**config.mk**
```make
export PLATFORM = sky130hd
export DESIGN_NAME = vga_timing
export DESIGN_NICKNAME = d
export VERILOG_FILES = /design/src/rtl/vga_pkg.sv /design/src/rtl/vga_mod_counter.sv /design/src/rtl/vga_timing.sv
export SDC_FILE = /design/constraint.sdc
export NUM_CORES = 1
export LEC_CHECK = 0
export ABC_AREA = 1
export CAP_MARGIN = 20
export CORE_MARGIN = 8
export CORE_UTILIZATION = 33
export CTS_CLUSTER_SIZE = 16
export DETAILED_ROUTE_END_ITERATION = 12
export SKIP_LAST_GASP = 1
export SLEW_MARGIN = 40
export SYNTH_ARGS = -nofsm -noshare
export SYNTH_HDL_FRONTEND = slang
export SYNTH_HIERARCHICAL = 1
export SYNTH_SLANG_ARGS = --single-unit
```
**constraint.sdc**
```tcl
create_clock -name CLK50MHZ -period 2.5 [get_ports CLK50MHZ]
set_input_delay 0.625 -clock CLK50MHZ [delete_from_list [all_inputs] [get_ports CLK50MHZ]]
set_output_delay 0.625 -clock CLK50MHZ [all_outputs]
set_load 0.02 [all_outputs]
```
**src/rtl/vga_pkg.sv**
```systemverilog
// Shared timing constants and helpers for the 640x480@60 Hz raster generator.
package vga_pkg;
    localparam int COORD_W = 11;

    localparam int DEF_H_VISIBLE = 640;
    localparam int DEF_H_FRONT   = 16;
    localparam int DEF_H_SYNC    = 96;
    localparam int DEF_H_BACK    = 48;
    localparam int DEF_V_VISIBLE = 480;
    localparam int DEF_V_FRONT   = 10;
    localparam int DEF_V_SYNC    = 2;
    localparam int DEF_V_BACK    = 33;

    localparam int DEF_H_TOTAL = DEF_H_VISIBLE + DEF_H_FRONT + DEF_H_SYNC + DEF_H_BACK;
    localparam int DEF_V_TOTAL = DEF_V_VISIBLE + DEF_V_FRONT + DEF_V_SYNC + DEF_V_BACK;

    localparam int DEF_H_SYNC_START = DEF_H_VISIBLE + DEF_H_FRONT;
    localparam int DEF_H_SYNC_END   = DEF_H_SYNC_START + DEF_H_SYNC;
    localparam int DEF_V_SYNC_START = DEF_V_VISIBLE + DEF_V_FRONT;
    localparam int DEF_V_SYNC_END   = DEF_V_SYNC_START + DEF_V_SYNC;

    // Half-open window test: lo <= v < hi.
    function automatic logic in_window(input logic [COORD_W-1:0] v,
                                       input logic [COORD_W-1:0] lo,
                                       input logic [COORD_W-1:0] hi);
        return (v >= lo) && (v < hi);
    endfunction
endpackage

```
**src/rtl/vga_mod_counter.sv**
```systemverilog
// Modulo counter 0..MAX advancing on en; carry marks the wrapping step.
module vga_mod_counter
    import vga_pkg::*;
#(
    parameter int MAX = DEF_H_TOTAL - 1
) (
    input  logic               CLK50MHZ,
    input  logic               RST,
    input  logic               en,
    output logic [COORD_W-1:0] cnt,
    output logic               carry
);
    localparam logic [COORD_W-1:0] MAX_C = COORD_W'(MAX);

    always_ff @(posedge CLK50MHZ) begin
        if (RST) begin
            cnt <= '0;
        end else if (en) begin
            cnt <= (cnt == MAX_C) ? '0 : cnt + COORD_W'(1);
        end
    end

    assign carry = en && (cnt == MAX_C);
endmodule

```
**src/rtl/vga_timing.sv**
```systemverilog
// VGA raster timing: divide-by-two pixel enable, h/v counters and a registered
// output stage carrying sync, coordinates, displaying and frame_start.
module vga_timing
    import vga_pkg::*;
#(
    parameter int H_VISIBLE = DEF_H_VISIBLE,
    parameter int H_FRONT   = DEF_H_FRONT,
    parameter int H_SYNC    = DEF_H_SYNC,
    parameter int H_BACK    = DEF_H_BACK,
    parameter int V_VISIBLE = DEF_V_VISIBLE,
    parameter int V_FRONT   = DEF_V_FRONT,
    parameter int V_SYNC    = DEF_V_SYNC,
    parameter int V_BACK    = DEF_V_BACK
) (
    input  logic               CLK50MHZ,
    input  logic               RST,
    output logic               VGA_HSYNC,
    output logic               VGA_VSYNC,
    output logic [COORD_W-1:0] x,
    output logic [COORD_W-1:0] y,
    output logic               displaying,
    output logic               frame_start
);
    localparam int H_TOTAL = H_VISIBLE + H_FRONT + H_SYNC + H_BACK;
    localparam int V_TOTAL = V_VISIBLE + V_FRONT + V_SYNC + V_BACK;

    localparam logic [COORD_W-1:0] H_VIS_C     = COORD_W'(H_VISIBLE);
    localparam logic [COORD_W-1:0] V_VIS_C     = COORD_W'(V_VISIBLE);
    localparam logic [COORD_W-1:0] H_SYNC_LO_C = COORD_W'(H_VISIBLE + H_FRONT);
    localparam logic [COORD_W-1:0] H_SYNC_HI_C = COORD_W'(H_VISIBLE + H_FRONT + H_SYNC);
    localparam logic [COORD_W-1:0] V_SYNC_LO_C = COORD_W'(V_VISIBLE + V_FRONT);
    localparam logic [COORD_W-1:0] V_SYNC_HI_C = COORD_W'(V_VISIBLE + V_FRONT + V_SYNC);

    logic               ce;
    logic [COORD_W-1:0] hcnt;
    logic [COORD_W-1:0] vcnt;
    logic               h_carry;
    logic               v_carry;
    logic               frame_wrapped;

    always_ff @(posedge CLK50MHZ) begin
        if (RST) begin
            ce <= 1'b0;
        end else begin
            ce <= ~ce;
        end
    end

    vga_mod_counter #(.MAX(H_TOTAL - 1)) u_hcnt (
        .CLK50MHZ (CLK50MHZ),
        .RST      (RST),
        .en       (ce),
        .cnt      (hcnt),
        .carry    (h_carry)
    );

    vga_mod_counter #(.MAX(V_TOTAL - 1)) u_vcnt (
        .CLK50MHZ (CLK50MHZ),
        .RST      (RST),
        .en       (h_carry),
        .cnt      (vcnt),
        .carry    (v_carry)
    );

    // frame_wrapped marks that the counters have just entered (0,0) afresh,
    // either out of reset or via the frame wrap, so only the first output
    // cycle of that pixel raises frame_start.
    always_ff @(posedge CLK50MHZ) begin
        if (RST) begin
            x             <= '0;
            y             <= '0;
            displaying    <= 1'b0;
            VGA_HSYNC     <= 1'b1;
            VGA_VSYNC     <= 1'b1;
            frame_start   <= 1'b0;
            frame_wrapped <= 1'b1;
        end else begin
            x             <= hcnt;
            y             <= vcnt;
            displaying    <= (hcnt < H_VIS_C) && (vcnt < V_VIS_C);
            VGA_HSYNC     <= ~in_window(hcnt, H_SYNC_LO_C, H_SYNC_HI_C);
            VGA_VSYNC     <= ~in_window(vcnt, V_SYNC_LO_C, V_SYNC_HI_C);
            frame_start   <= frame_wrapped && (hcnt == '0) && (vcnt == '0);
            frame_wrapped <= v_carry;
        end
    end
endmodule

```
After elaboration in Yosys (flattened, before gate mapping)
Index checks and enable logic that the tools add are counted.
- bits in registers: 50
- bits in latches: 0
- bits in writable memories: 0
- memory bits (read-only): 0
- bits of input ports: 2
- word-level logic and storage cells: 34
- memories: 0
- $add $sub $neg: 2
- $mul: 0
- divide/modulo/power cells: 0
- $lt $le $gt $ge: 6
- equality and inequality tests: 2
- shift-type cells: 0
- multiplexer cells: 2
- bitwise operators: 3
- reductions and logical operators: 9
- operators by type and width (kind ; number):
    adder 11 x 1 -> 11 bit (second input constant) ; 2
    == test 11 x 10 -> 1 bit (second input constant) ; 2
    logical NOT 11 bit ; 2
    less-than comparator 11 x 10 -> 1 bit (second input constant) ; 2
    less-than comparator 11 x 9 -> 1 bit (second input constant) ; 2
    two-way mux 11 bit ; 2
    >= comparator 11 x 10 -> 1 bit (second input constant) ; 1
    >= comparator 11 x 9 -> 1 bit (second input constant) ; 1
    logical AND 1 bit ; 7
    NOT 1 bit ; 3

Depth between registers and ports, before layout
Gate-level depths: netlist of the first run.
- word-level depth: 3
- depth in mapped cells: 12
- mapped depth without buffers: 11

Hierarchy
Netlist of the first run, hierarchy kept.
- modules (own cells, without submodules) (module ; times used ; cells an instance ; area each (sq um)):
    vga_timing ; 1 ; 113 ; 942.2
    vga_mod_counter at u_hcnt ; 1 ; 90 ; 618.1
    vga_mod_counter at u_vcnt ; 1 ; 91 ; 604.3

Worst setup path after synthesis of the first run
No wires, ideal clock.
- path kind: flip-flop to flip-flop
- start point: register u_hcnt.cnt[1]
- end point: register u_vcnt.cnt[3]
- setup time: 0.116 ns
- arrival: 1.474 ns
- data required time: 2.384 ns
- setup slack: 0.911 ns
- cell stages (with the launch flop): 12
- buffers on the path: 1
- period minus slack after synthesis: 1.589 ns
- path through: dfxtp_1 -> ha_1 -> inv_1 -> nor2_1 -> nand3_2 -> inv_1 -> buf_4 -> nand2_1 -> nor2_1 -> nand3_1 -> nand2_2 -> nor2_1
- longest elaborated chain between the ends: 2
- ends and longest elaborated chain (item ; line ; text):
    from (decl) ; vga_mod_counter.sv:10 ; output logic [COORD_W-1:0] cnt,
    from (signal assigned) ; vga_mod_counter.sv:19 ; cnt <= (cnt == MAX_C) ? '0 : cnt + COORD_W'(1);
    == test 11 x 10 -> 1 bit ; vga_mod_counter.sv:23 ; assign carry = en && (cnt == MAX_C);
    logical AND 1 bit ; vga_mod_counter.sv:23 ;
    net h_carry ; vga_timing.sv:37 ; logic h_carry;
    to (signal assigned) ; vga_mod_counter.sv:19 ;
    to (decl) ; vga_mod_counter.sv:10 ;
The timed path passes the listed nets, and every way through them passes these cells.
A chain may end at the register's enable or synchronous reset.

Worst setup path after layout of the first run
- start point: register x[0]
- end point: output x[0]
- RTL lines (item ; line ; text):
    from (decl) ; vga_timing.sv:19 ; output logic [COORD_W-1:0] x,
    from (signal assigned) ; vga_timing.sv:78 ; x <= hcnt;
No word-level cell between the ends.

==> results of run 1 <==
## power by group through the flow
| stage | combinational [uW] | sequential, uW | clock [uW] |
|---|---|---|---|
| after floorplan | 35.4 | 830 | 0 |
| after global placement | 55.7 | 826 | 0 |
| after detailed placement | 55.6 | 826 | 0 |
| after CTS | 55.8 | 808 | 585 |
| after global routing | 61.1 | 809 | 614 |
| final | 54.9 | 808 | 564 |
## synth_stat cells, drive strengths merged
| master | count | area [sq um] |
|---|---|---|
| a21oi | 5 | 25.0 |
| and2 | 1 | 7.51 |
| buf | 5 | 48.8 |
| dfxtp | 50 | 1000 |
| ha | 3 | 37.5 |
| inv | 53 | 199 |
| mux2i | 1 | 10.0 |
| nand2 | 63 | 257 |
| nand3 | 21 | 110 |
| nand3b | 1 | 7.51 |
| nand4 | 6 | 37.5 |
| nor2 | 69 | 299 |
| nor3 | 5 | 41.3 |
| nor4 | 1 | 6.26 |
| o21ai | 3 | 18.8 |
| or2 | 1 | 6.26 |
| xor2 | 6 | 52.6 |
## per-layer routing
metal / up-vias / share of wire / GRT usage / routed length, um
met5: - / 0 / 0 / 0
met4: 0 / 0.012 / 0.0426 / 52
met3: 4 / 0.070 / 0.0363 / 304
met2: 37 / 0.44 / 0.147 / 1910
met1: 779 / 0.48 / 0.113 / 2090
li1: 947 / - / - / -
## flip-flops by register name, summed over array words and instances, names as in the netlist
name	flops
VGA_HSYNC	1
displaying	1
u_vcnt/cnt	11
ce	1
frame_start	1
y	11
x	11
u_hcnt/cnt	11
frame_wrapped	1
VGA_VSYNC	1
## how the worst min path moves through the flow
stage | startpoint | end | depth (start not counted)
3_3_place_gp | u_hcnt/cnt[0] | x[0] | 2
2_1_floorplan | ce | ce | 1
5_1_grt | u_vcnt/cnt[10] | y[10] | 2
4_1_cts | u_vcnt/cnt[10] | y[10] | 2
6_report | u_vcnt/cnt[10] | y[10] | 2
3_5_place_dp | u_hcnt/cnt[0] | x[0] | 2
## cells by family (layout without fill, tap and decap cells)
kind of cell / after synthesis / after routing / share of synthesized area
mux: 1 / 1 / 0.00462
flops: 50 / 50 / 0.462
compound gates: 8 / 8 / 0.0202
simple gates: 168 / 168 / 0.357
xor+xnor: 6 / 6 / 0.0243
buf+inv: 58 / 91 / 0.114
fa+ha+maj: 3 / 3 / 0.0173
## layout make-up
cell class	instances	share of cell area
Timing Repair Buffer	30	0.112
Clock inverter	2	0.0144
Tap cell	77	0.0368
Sequential cell	50	0.383
Clock buffer	6	0.0278
Multi-Input combinational cell	186	0.350
Inverter	53	0.0761
## through the flow
stage,power [uW],hold slack (ns),worst slack [ns],instances,util
6_report,1430,0.481,0.650,404,0.412
5_1_grt,1480,0.510,0.386,404,0.412
4_1_cts,1450,0.484,0.612,404,0.412
3_5_place_dp,882,0.470,0.595,396,0.394
3_3_place_gp,882,0.475,0.596,396,0.394
2_1_floorplan,866,0.413,0.911,294,-
==> results by group, run 1 <==
STA
  – Worst Max-Slew Pin Slew: 0.424 ns
  – Total negative slack: 0 ns
  – Final Slew Violations: 0
  – RSZ-0062 raised after global routing: false
  – Clk_skew: 0.00472 ns
  – Max-slew headroom: 0.717
  – Fmax: 0.541 GHz
  – Minimum clock period: 1.85 ns
  – Number of setup violations in the final report: 0
  – Final hold violation count: 0
  – Post-route clock period utilization: 0.740

Worst setup path
  – CP Capture Point: x[0]
  – Worst EP required: 1.88 ns
  – Critical Path AT: 1.22 ns
  – Max FO, Critical Path: 1
  – Reg2Reg Depth: 10
  – Worst reg2reg startpoint: u_hcnt/cnt[1]
  – Worst path top cell family by delay: buffers and inverters
  – Crit path from: x[0]
  – Buf+Inv Stages, Crit Path: 1
  – Crit path capture type: output pin
  – Startpoint Class: register
  – Cell Chain, Critical Path: clkdlybuf4s50_1
  – Critical Path Stages: 1
  – WS Path Type: reg -> out
  – CP max stage cell: clkdlybuf4s50_1
  – Reg2Reg Setup Slack: 0.67 ns
  – Worst r2r dst: u_vcnt/cnt[3]
  – Worst path max stage delay: 0.60 ns

Pwr
  – Clk pwr share: 0.395
  – Switching Share: 0.213
  – Comb power frac: 0.038
  – Switching power: 304 uW
  – Worst vdd ir: 249 uV
  – P_int: 1120 uW
  – LEAKAGE: 0.00111 uW
  – Seq pwr share: 0.566
  – Power density cells: 545 nW/um^2

Final layout
  – Fin area: 2620 sq um
  – Commonest non-fill, non-tap cells in the layout: nor2_1, nand2_1, dfxtp_1, inv_1, clkdlybuf4s50_1
  – Ant diodes: 0
  – Register Area: 1000 sq um
  – Final net count: 331
  – Commonest non-fill, non-tap cell in the layout: nor2_1
  – Area Overhead vs Synth: 20.8%
  – Area of the multi-input gates: 916 sq um
  – Share of cells above drive strength 1: 0.119
  – Fill cells: 639

Detailed routing
  – WL final: 4350 um
  – DR WL/cell: 10.8 um
  – Routed via count: 1,767
  – First drt pass iteration count: 4
  – Initial DRC Count: 103
  – DRC viols: 0
  – DR vias/cell: 4.37
  – Detail Route Antenna Nets: 0

Clocking
  – CTS tree: done
  – Root buffer cell: clkbuf_8
  – Postcts setup bufs: 0
  – Inserted Clock Buffers: 5
  – Clock Tree Buf Depth: 2
  – Cts hold-fix bufs: 0
  – Clk slew on worst S/H paths: 0.09 ns
  – Post-cts sizing count: 0
  – Worst skew pair latency: 0.30 ns
  – CTS H-tree lvls: 2
  – Clock sinks: 50

Hold path
  – Worst hold-check path type: reg -> reg

Place
  – Placed cell areas: 2500 sq um
  – GP Congestion: 0.838
  – Port bufs: 27
  – DPL Wire Length: 3350 um

Floorplanning
  – Number of cell rows: 29
  – Die width: 97.0 um
  – Die area: 9410 sq um
  – IO Count: 28
  – Starting density of the core: 0.341
  – Core area: 6350 sq um
  – Die Y-Extent: 97.0 um

Synth
  – Gate Count Post-Synth: 294
  – Post-Syn Nets: 299
  – Avg Cell Area, Syn: 7.36 sq um
  – Yosys reg bits: 50
  – Register area share after synthesis: 0.462
  – Netlist Area Pre-Place: 2160 sq um
  – Synth cell types: 26
  – Syn. warnings: 6

Global route
  – Overall routing resource usage: 0.0950
  – Antenna violations before repair: 0
  – Pin count of the biggest net entering global routing: 16
  – Vias in the first global route: 1,704
  – Grt ovf: 0
  – First-pass GRT wire length: 7580 um

Status
  – Run status: completed

Job
  – Max-Cap Viols: 0
Power figures use the tool's default switching activity.
==> run 2: changes to the inputs <==
- clock period: 2.5 -> 1.9 ns (I/O delays scaled with it)
==> run 2 against run 1 <==
Effect of this change: global-route usage grew 0.49 points; non-clock buffer count grew 6; via count grew 3.1%; clock power grew 32%; cell area grew 2.4%; first-iteration DRC count grew 20%; die area is the same; largest power group unchanged; clock skew grew 0.0012 ns; flip-flop and latch count is the same; sequential share of layout area shrank 0.89 points.
==> results by group, run 2 (same netlist as run 1, synthesis figures left out) <==
Floorplanning
  – Die width: 97.0 um (unchanged)
  – Starting density of the core: 0.341 (unchanged)
  – Number of cell rows: 29 (unchanged)
  – Die area: 9410 sq um (unchanged)
  – Core area: 6350 sq um (unchanged)
  – Die Y-Extent: 97.0 um (unchanged)
  – IO Count: 28 (unchanged)

Detailed routing
  – WL final: 4440 um (+2.0%)
  – DRC viols: 0 (unchanged)
  – Routed via count: 1,821 (+3.1%)
  – Initial DRC Count: 124 (+20%)
  – First drt pass iteration count: 4 (unchanged)
  – DR vias/cell: 4.44 (+1.5%)
  – DR WL/cell: 10.8 um (+0.46%)
  – Detail Route Antenna Nets: 0 (unchanged)

Global route
  – Overall routing resource usage: 0.0999 (+0.00491)
  – Pin count of the biggest net entering global routing: 24 (+8)
  – Antenna violations before repair: 0 (unchanged)
  – Grt ovf: 0 (unchanged)
  – First-pass GRT wire length: 8040 um (+6.1%)
  – Vias in the first global route: 1,790 (+5.0%)

Worst setup path
  – Worst reg2reg startpoint: u_hcnt/cnt[4]
  – Worst EP required: 1.42 ns (-0.46 ns)
  – Critical Path AT: 1.22 ns (about the same)
  – Buf+Inv Stages, Crit Path: 1 (unchanged)
  – Critical Path Stages: 1 (unchanged)
  – CP max stage cell: clkdlybuf4s50_1
  – WS Path Type: reg -> out
  – Reg2Reg Depth: 9 (-1)
  – Crit path from: x[0]
  – Worst path top cell family by delay: buffers and inverters
  – Worst path max stage delay: 0.60 ns (about the same)
  – Max FO, Critical Path: 1 (unchanged)
  – Reg2Reg Setup Slack: 0.23 ns (-0.44 ns)
  – Startpoint Class: register
  – Worst r2r dst: u_vcnt/cnt[5]
  – Cell Chain, Critical Path: clkdlybuf4s50_1
  – CP Capture Point: x[0]
  – Crit path capture type: output pin

Pwr
  – LEAKAGE: 0.00114 uW (+3.1%)
  – Power density cells: 704 nW/um^2 (+29%)
  – Worst vdd ir: 306 uV (+23%)

Clocking
  – Post-cts sizing count: 0 (unchanged)
  – Clock sinks: 50 (unchanged)
  – Cts hold-fix bufs: 0 (unchanged)
  – Root buffer cell: clkbuf_8
  – Inserted Clock Buffers: 5 (unchanged)
  – CTS tree: done
  – CTS H-tree lvls: 2 (unchanged)
  – Postcts setup bufs: 0 (unchanged)
  – Clk slew on worst S/H paths: 0.09 ns (about the same)
  – Clock Tree Buf Depth: 2 (unchanged)
  – Worst skew pair latency: 0.30 ns (about the same)

Final layout
  – Area of the multi-input gates: 921 sq um (+0.55%)
  – Ant diodes: 0 (unchanged)
  – Fin area: 2680 sq um (+2.4%)
  – Final net count: 337 (+1.8%)
  – Post-Route Utilization: 0.422 (+0.00985)
  – Share of cells above drive strength 1: 0.141 (+0.0219)
  – Final non-filler cell total: 410 (+1.5%)
  – Register Area: 1000 sq um (unchanged)
  – Commonest non-fill, non-tap cell in the layout: nor2_1
  – Area Overhead vs Synth: 23.7%
  – Fill cells: 636 (-0.47%)
  – Commonest non-fill, non-tap cells in the layout: nor2_1, nand2_1, dfxtp_1, inv_1, clkdlybuf4s50_1

Hold path
  – Worst hold-check path type: reg -> reg

STA
  – Worst Max-Slew Pin Slew: 0.286 ns (-0.138 ns)
  – Fmax: 0.589 GHz
  – Number of setup violations in the final report: 0 (unchanged)
  – Final hold violation count: 0 (unchanged)
  – Post-route clock period utilization: 0.894
  – Final Slew Violations: 0 (unchanged)
  – Minimum clock period: 1.70 ns
  – Clk_skew: 0.00591 ns (+0.00119 ns)
  – Max-slew headroom: 0.809 (+0.0921)

Place
  – Port bufs: 27 (unchanged)
  – Placed insts: 402 (+1.5%)
  – GP Congestion: 0.845 (+0.85%)
  – Placed cell areas: 2560 sq um (+2.3%)
  – DPL Wire Length: 3400 um (+1.5%)

Status
  – Run status: completed

Job
  – Max-Cap Viols: 0 (unchanged)
==> run 2: worst min-delay path by stage <==
stage	depth (start not counted)	endpoint	startpoint
3_3_place_gp	2	y[10]	u_vcnt/cnt[10]
2_1_floorplan	1	ce	ce
4_1_cts	2	y[10]	u_vcnt/cnt[10]
6_report	2	y[10]	u_vcnt/cnt[10]
3_5_place_dp	2	y[10]	u_vcnt/cnt[10]
5_1_grt	2	x[6]	u_hcnt/cnt[6]
==> run 2: layer usage <==
layer | GRT usage | part of all wire | vias up
met5 | 0 | 0 | -
met2 | 0.160 | 0.46 | 44
met3 | 0.0341 | 0.059 | 4
met1 | 0.119 | 0.47 | 811
li1 | - | - | 962
met4 | 0.0391 | 0.013 | 0
==> run 2: report_power, final <==
group / leakage (uW) / internal, uW / switching (uW) / total (uW)
sequential: 0.000404 / 1060 / 3.61 / 1060
combinational: 0.000688 / 32.5 / 48.8 / 81.3
clock: 0.0000514 / 393 / 350 / 743
==> run 2: cell type report <==
type,count,share of cell area
Tap cell,77,0.0360
Clock inverter,2,0.0140
Clock buffer,6,0.0271
Timing Repair Buffer,36,0.131
Sequential cell,50,0.374
Inverter,53,0.0743
Multi-Input combinational cell,186,0.344
==> run 2: metrics by stage <==
stage	setup TNS, ns	setup WS (ns)	hold WS, ns	power [uW]
finish	0	0.201	0.497	1880
global route	-0.0368	-0.0121	0.535	1970
CTS	0	0.128	0.498	1910
detailed placement	0	0.168	0.480	1170
global placement	0	0.247	0.475	1170
floorplan	0	0.311	0.413	1140
==> run 3: changes to the inputs <==
- CORE_ASPECT_RATIO: default -> 1.2
- CORE_UTILIZATION: 33 -> 40
==> run 3 against run 2 <==
Effect of this change: largest power group unchanged; register-to-register slack got worse by 0.07 ns; global-route usage rose by 1.9 points; count of clock-buffer cells in the layout did not move.
==> results by group, run 3 (same netlist as run 1, synthesis figures left out) <==
Status
  – Run status: completed

Worst setup path
  – CP max stage cell: dfxtp_1
  – Cell Chain, Critical Path: ha_1 > inv_1 > nor2_1 > nand3_2 > clkinvlp_4 > buf_12 > inv_1 > nor2_1 > nand2_1 > nand2_1 > nand2_1 > nor2_1
  – Startpoint Class: register
  – WS Path Type: reg -> reg
  – Buf+Inv Stages, Crit Path: 4 (+3)
  – Worst path max stage delay: 0.40 ns (-0.20 ns)
  – Worst path top cell family by delay: simple AND/OR/NAND/NOR gates
  – Max FO, Critical Path: 6 (+5)
  – Critical Path AT: 1.97 ns (+0.75 ns)
  – Worst EP required: 2.13 ns (+0.71 ns)
  – Crit path capture type: register

STA
  – Final Slew Violations: 0 (unchanged)
  – Clk_skew: 0.00623 ns (+0.000313 ns)
  – Worst Max-Slew Pin Slew: 0.282 ns (-0.00373 ns)
  – Final worst slack: 0.158 ns (-0.0438 ns)
  – Final hold violation count: 0 (unchanged)
  – Max-slew headroom: 0.810 (+0.00137)
  – Fmax: 0.574 GHz (-2.5%)
  – WHS: 0.473 ns (-0.0245 ns)
  – Post-route clock period utilization: 0.917 (+0.0230)
  – Number of setup violations in the final report: 0 (unchanged)
  – Minimum clock period: 1.74 ns (+0.0438 ns)

Pwr
  – Clk pwr share: 0.396 (+0.002)
  – Final Power: 1880 uW (-0.45%)
  – Comb power frac: 0.038 (-0.005)
  – Power density cells: 705 nW/um^2 (+0.16%)
  – Seq pwr share: 0.566 (+0.003)
  – Switching Share: 0.198 (-0.0153)
  – P_int: 1500 uW (+1.5%)
  – Switching power: 372 uW (-7.6%)
  – LEAKAGE: 0.00114 uW (-0.38%)
  – Worst vdd ir: 313 uV (+2.2%)

Detailed routing
  – Detail Route Antenna Nets: 0 (unchanged)
  – DR vias/cell: 4.61 (+3.7%)
  – First drt pass iteration count: 4 (unchanged)
  – DR WL/cell: 11.3 um (+4.8%)
  – Routed via count: 1,815 (-0.33%)
  – DRC viols: 0 (unchanged)
  – WL final: 4470 um (+0.70%)
  – Initial DRC Count: 54 (-56%)

Clocking
  – Clock sinks: 50 (unchanged)
  – Clk slew on worst S/H paths: 0.08 ns (about the same)
  – CTS tree: done
  – Worst skew pair latency: 0.29 ns (about the same)
  – Cts hold-fix bufs: 0 (unchanged)
  – CTS H-tree lvls: 2 (unchanged)
  – Root buffer cell: clkbuf_8
  – Clock Tree Buf Depth: 2 (unchanged)
  – Inserted Clock Buffers: 5 (unchanged)

Final layout
  – Fin area: 2660 sq um (-0.61%)
  – Share of cells above drive strength 1: 0.142 (+0.000425)
  – Area Overhead vs Synth: 22.9%
  – Commonest non-fill, non-tap cells in the layout: nor2_1, nand2_1, dfxtp_1, inv_1, clkdlybuf4s50_1
  – Commonest non-fill, non-tap cell in the layout: nor2_1
  – Fill cells: 521 (-18%)
  – Final net count: 337 (unchanged)
  – Ant diodes: 0 (unchanged)
  – Post-Route Utilization: 0.506 (+0.0842)

Global route
  – Overall routing resource usage: 0.119 (+0.0191)
  – Grt ovf: 0 (unchanged)
  – Pin count of the biggest net entering global routing: 20 (-17%)
  – First-pass GRT wire length: 7860 um (-2.2%)
  – Antenna violations before repair: 0 (unchanged)
  – Vias in the first global route: 1,795 (+0.28%)

Floorplanning
  – IO Count: 28 (unchanged)
  – Die width: 83.2 um (-14%)
  – Die area: 8030 sq um (-15%)
  – Starting density of the core: 0.411 (+0.0705)
  – Die Y-Extent: 96.6 um (-0.42%)
  – Core area: 5260 sq um (-17%)
  – Number of cell rows: 29 (unchanged)

Job
  – Max-Cap Viols: 0 (unchanged)

Place
  – Placed cell areas: 2520 sq um (-1.8%)
  – DPL Wire Length: 3490 um (+2.7%)
  – Post-Place Setup Slack: 0.0381 ns (-0.130 ns)
  – GP Congestion: 0.880 (+4.1%)
  – Port bufs: 27 (unchanged)

Hold path
  – Worst hold-check path type: reg -> reg
-- run 3: changes by cell type in the layout (fill, tap and decap cells not counted), sizes merged --
cell,previous run,this run
inv,53,52
-- run 3: cell type report --
cell class / count / area [sq um] / area share
multi-input cells: 186 / 916 / 0.344
clock buffers: 6 / 82.6 / 0.0310
well taps: 62 / 77.6 / 0.0291
flip-flops and latches: 50 / 1000 / 0.377
inverters: 53 / 203 / 0.0762
clock inverters: 1 / 30.0 / 0.0113
repair buffers: 36 / 350 / 0.132
-- run 3: what timing repair did --
action                     in CTS  in global routing
resized for setup               0                  2
setup buffers                   0                  2
setup endpoints to repair       0                 11
-- run 3: per-stage QoR --
step / TNS (ns) / instances
after global routing: -0.00684 / 394
after floorplan: 0 / 294
after detailed placement: 0 / 385
final: 0 / 394
after global placement: 0 / 385
after CTS: 0 / 392
-- run 3: routing by layer --
layer / wire, um / share of wire / GRT usage
met5: 0 / 0 / 0
met1: 1950 / 0.44 / 0.120
met2: 2290 / 0.51 / 0.230
met3: 161 / 0.036 / 0.0336
met4: 70 / 0.016 / 0.0440
-- run 3: path summary, 6_finish.rpt --
check                 from            end  slack, ns  depth (start not counted)
min reg2reg  u_hcnt/cnt[1]           x[1]       0.47                          2
max          u_hcnt/cnt[0]  u_vcnt/cnt[7]       0.16                         12
min          u_hcnt/cnt[1]           x[1]       0.47                          2
max reg2reg  u_hcnt/cnt[0]  u_vcnt/cnt[7]       0.16                         12
-- run 3: worst min-delay path, cell delays in order (launching register included) --
cell and delay, ns:
dfxtp_2 0.35, inv_1 0.06, nor2_1 0.03
-- run 3: power groups by stage --
stage	Clock [uW]	Sequential, uW	Combinational (uW)
final	742	1060	71.2
after global routing	815	1070	80.9
after CTS	772	1060	73.4
after detailed placement	0	1090	73.4
after global placement	0	1090	72.6
after floorplan	0	1090	46.5
==> RTL change 1: new RTL, config.mk and constraints of run 3 <==
Set the package constant `COORD_W` to 15 (it was 11).
--- a/src/rtl/vga_pkg.sv
+++ b/src/rtl/vga_pkg.sv
@@ -1,6 +1,6 @@
 // Shared timing constants and helpers for the 640x480@60 Hz raster generator.
 package vga_pkg;
-    localparam int COORD_W = 11;
+    localparam int COORD_W = 15;
 
     localparam int DEF_H_VISIBLE = 640;
     localparam int DEF_H_FRONT   = 16;
Ports: changed (resized x and y); port bits go from 28 to 36. No check against the original RTL was run, so the function may have changed too.
==> RTL change 1 against run 3 <==
Power is 35% higher. Worst hold slack worse by 14 ps. Wire length is 46% higher. Critical path depth stayed put. Setup slack worse by 12 ps. Area after synthesis is 34% higher. Cell area is 36% higher. Sequential cell count is 16 higher.
==> RTL change 1: results (changes against run 3) <==
status -> finished clean
Iter 0 DRT Violations -> 59 (+9.3%)
Max stage delay on crit path -> 350 ps (-50 ps)
Peak VDD IR -> 376.2 uV (+20%)
largest net degree at the start of global routing -> 26 (+30%)
compound-gate portion of the synthesized area -> 0.02713 (+0.006901)
global-route wire length before repair -> 10.90 mm (+39%)
Mapped Cells -> 414 (+41%)
final core occ -> 0.5047 (-0.001099)
mux contribution to synthesized area -> 0.003445 (-0.001179)
Inst Count DP -> 546 (+42%)
library cells used by synthesis -> 28 (+7.7%)
layout cells sized above 1 -> 0.1522 (+0.01065)
Syn Nets -> 419 (+40%)
DP Worst Slack -> 48.39 ps (+10.26 ps)
fillers -> 730 (+40%)
worst hold slack -> 459.0 ps (-14.00 ps)
r2r endpoint -> u_vcnt/cnt[10]$_SDFFE_PP0P_
Critical Path AT -> 2000 ps (+30 ps)
Worst-Skew Late Latency -> 350 ps (+60 ps)
All-Layer GR Usage -> 0.1367 (+0.01765)
Num CTS Buffers -> 9 (+4)
Least-Margin Pin Slew -> 577.0 ps (+294.8 ps)
Worst Hold Endpoint -> x[0]$_SDFF_PP0_
Synth Area in XOR/XNOR -> 0.02110 (-0.003175)
Net count, final -> 474 (+41%)
final worst-path cycle share -> 0.9233 (+0.006281)
vias per cell -> 4.503 (-2.3%)
Clock Skews -> 9.543 ps (+3.318 ps)
Max FO, Critical Path -> 7 (+1)
[RTL change 1: cell types whose count changed after synthesis, moves of 5 or more]
cell / delta
dfxtp_1: +16
nor2_1: +47
inv_1: +8
nor3_1: +5
inv_2: +11
nand2_1: +26
[RTL change 1: cell type report]
type	count	share of cell area
Clock buffer	12	0.04301
Clock inverter	3	0.004162
Inverter	72	0.07492
Multi-Input combinational cell	270	0.3528
Sequential cell	66	0.3670
Tap cell	90	0.03122
Timing Repair Buffer	50	0.1270
[RTL change 1: power by group]
part           switching [W]  internal (W)  leakage (nW)
clock network       0.000511      0.000531        0.0920
logic              0.0000538     0.0000298         0.911
registers         0.00000560       0.00139         0.534
[RTL change 1: metal layers]
metal / wire length (um) / vias to the layer above / global-route usage
li1: - / 1351 / -
met3: 322 / 14 / 0.04235
met4: 192 / 0 / 0.07491
met1: 2628 / 1121 / 0.1372
met5: 0 / - / 0
met2: 3383 / 49 / 0.2465
==> RTL change 2: new RTL, config.mk and constraints of run 3 <==
Made on the original files. Make the reset (`RST`) asynchronous in 3 clocked blocks.
--- a/src/rtl/vga_mod_counter.sv
+++ b/src/rtl/vga_mod_counter.sv
@@ -12,7 +12,7 @@
 );
     localparam logic [COORD_W-1:0] MAX_C = COORD_W'(MAX);
 
-    always_ff @(posedge CLK50MHZ) begin
+    always_ff @(posedge CLK50MHZ or posedge RST) begin
         if (RST) begin
             cnt <= '0;
         end else if (en) begin
--- a/src/rtl/vga_timing.sv
+++ b/src/rtl/vga_timing.sv
@@ -38,7 +38,7 @@
     logic               v_carry;
     logic               frame_wrapped;
 
-    always_ff @(posedge CLK50MHZ) begin
+    always_ff @(posedge CLK50MHZ or posedge RST) begin
         if (RST) begin
             ce <= 1'b0;
         end else begin
@@ -65,7 +65,7 @@
     // frame_wrapped marks that the counters have just entered (0,0) afresh,
     // either out of reset or via the frame wrap, so only the first output
     // cycle of that pixel raises frame_start.
-    always_ff @(posedge CLK50MHZ) begin
+    always_ff @(posedge CLK50MHZ or posedge RST) begin
         if (RST) begin
             x             <= '0;
             y             <= '0;
Formal check against the unedited RTL: differs if RST is asserted again (counterexample within 4 cycles, from zero or initial values and one cycle with RST high); with RST held inactive, the same outputs for 10 cycles.
==> RTL change 2 against run 3 <==
Area after synthesis up 2.1%. Setup slack got worse by 30 ps. Wire length increased by 4.6%. Cell area increased by 2.5%. First-iteration DRC count rose by 7.4%. Sequential cell count unchanged. Global-route usage is 0.41 points higher. Critical endpoint is now u_vcnt/cnt[2]$_DFFE_PP0P_.
Power is not compared: it rests on default switching activity, and its combinational part moved more than twofold at a synthesized area within 25%.
==> RTL change 2: results (changes against run 3) <==
status -> finished clean
post-synthesis average cell area -> 8.670 um^2 (+18%)
Worst Hold Endpoint -> y[10]$_DFF_PP0_
gpl congestion -> 0.8372 (-4.8%)
Max FO, Critical Path -> 8 (+2)
Iter 0 DRT Violations -> 58 (+7.4%)
vias per cell -> 4.693 (+1.9%)
vias in the first global route -> 1775 (-1.1%)
FF-to-FF setup slack -> 130 ps (-30 ps)
r2r endpoint -> u_vcnt/cnt[2]$_DFFE_PP0P_
Synth area leaders -> dfrtp_1 (53%), nand2_1 (11%), inv_1 (6.8%)
Syn Nets -> 260 (-13%)
Final WS setup -> 127.3 ps (-30.36 ps)
per-cell routed wire length -> 12.94 um (+14%)
cell depth of the worst hold path -> 0 (-2)
Reg2Reg Depth -> 10 (-2)
Synth Area in Adders -> 0.01698 (-0.0003631)
Seq/Total Area, Yosys -> 0.5676 (+0.1052)
Least-Margin Pin Slew -> 480.4 ps (+198.2 ps)
Net count, final -> 304 (-9.8%)
most frequent cells after synthesis -> nand2_1 (63), dfrtp_1 (47), inv_1 (40), nor2_1 (39), nand3_1 (22)
worst hold slack -> 437.0 ps (-36.03 ps)
Max stage delay on crit path -> 450 ps (+50 ps)
Synth Area in XOR/XNOR -> 0.02377 (-0.0005084)
All-Layer GR Usage -> 0.1232 (+0.004108)
mux contribution to synthesized area -> 0 (-0.004624)
largest net degree at the start of global routing -> 24 (+20%)
Async S/R FF share, synth -> 1.000 (+1.000)
Final HPWL DP -> 3.603 mm (+3.3%)
Inst Count DP -> 354 (-8.1%)
fillers -> 517 (-0.77%)
library cells used by synthesis -> 24 (-7.7%)
Post-Place Cell Area -> 2643 um^2 (+5.0%)
Synth Flop Type -> dfrtp_1
hold_sp -> u_vcnt/cnt[10]$_DFFE_PP0P_
Worst path slowest cell -> dfrtp_2
Die W -> 83.87 um (+0.85%)
global-route wire length before repair -> 8.328 mm (+6.0%)
-- RTL change 2: final cells by class --
type,count,area (um^2),share of cell area
timing repair buffer,39,374.1,0.1371
sequential,50,1257,0.4608
multi-input combinational,161,779.5,0.2856
clock inverter,2,10.01,0.003668
tap,62,77.57,0.02843
inverter,42,161.4,0.05915
clock buffer,5,68.82,0.02522
-- RTL change 2: where the power goes --
| group | internal [W] | switching (W) | total, W |
|---|---|---|---|
| combinational | 0.00000634 | 0.0000224 | 0.0000288 |
| sequential | 0.00106 | 0 | 0.00106 |
| clock | 0.000248 | 0.000327 | 0.000575 |
-- RTL change 2: worst register-to-register path: cells and delay by family, from the launching register on --
family	cells	cell delay, ps
simple gates	5	670
flops	1	450
buf+inv	4	340
fa+ha+maj	1	230
-- RTL change 2: layer usage --
layer	up-vias	global-route usage	part of all wire
met5	-	0	0
met4	0	0.04927	0.024
met3	9	0.03607	0.044
met2	34	0.2171	0.52
met1	791	0.1334	0.41
li1	860	-	-
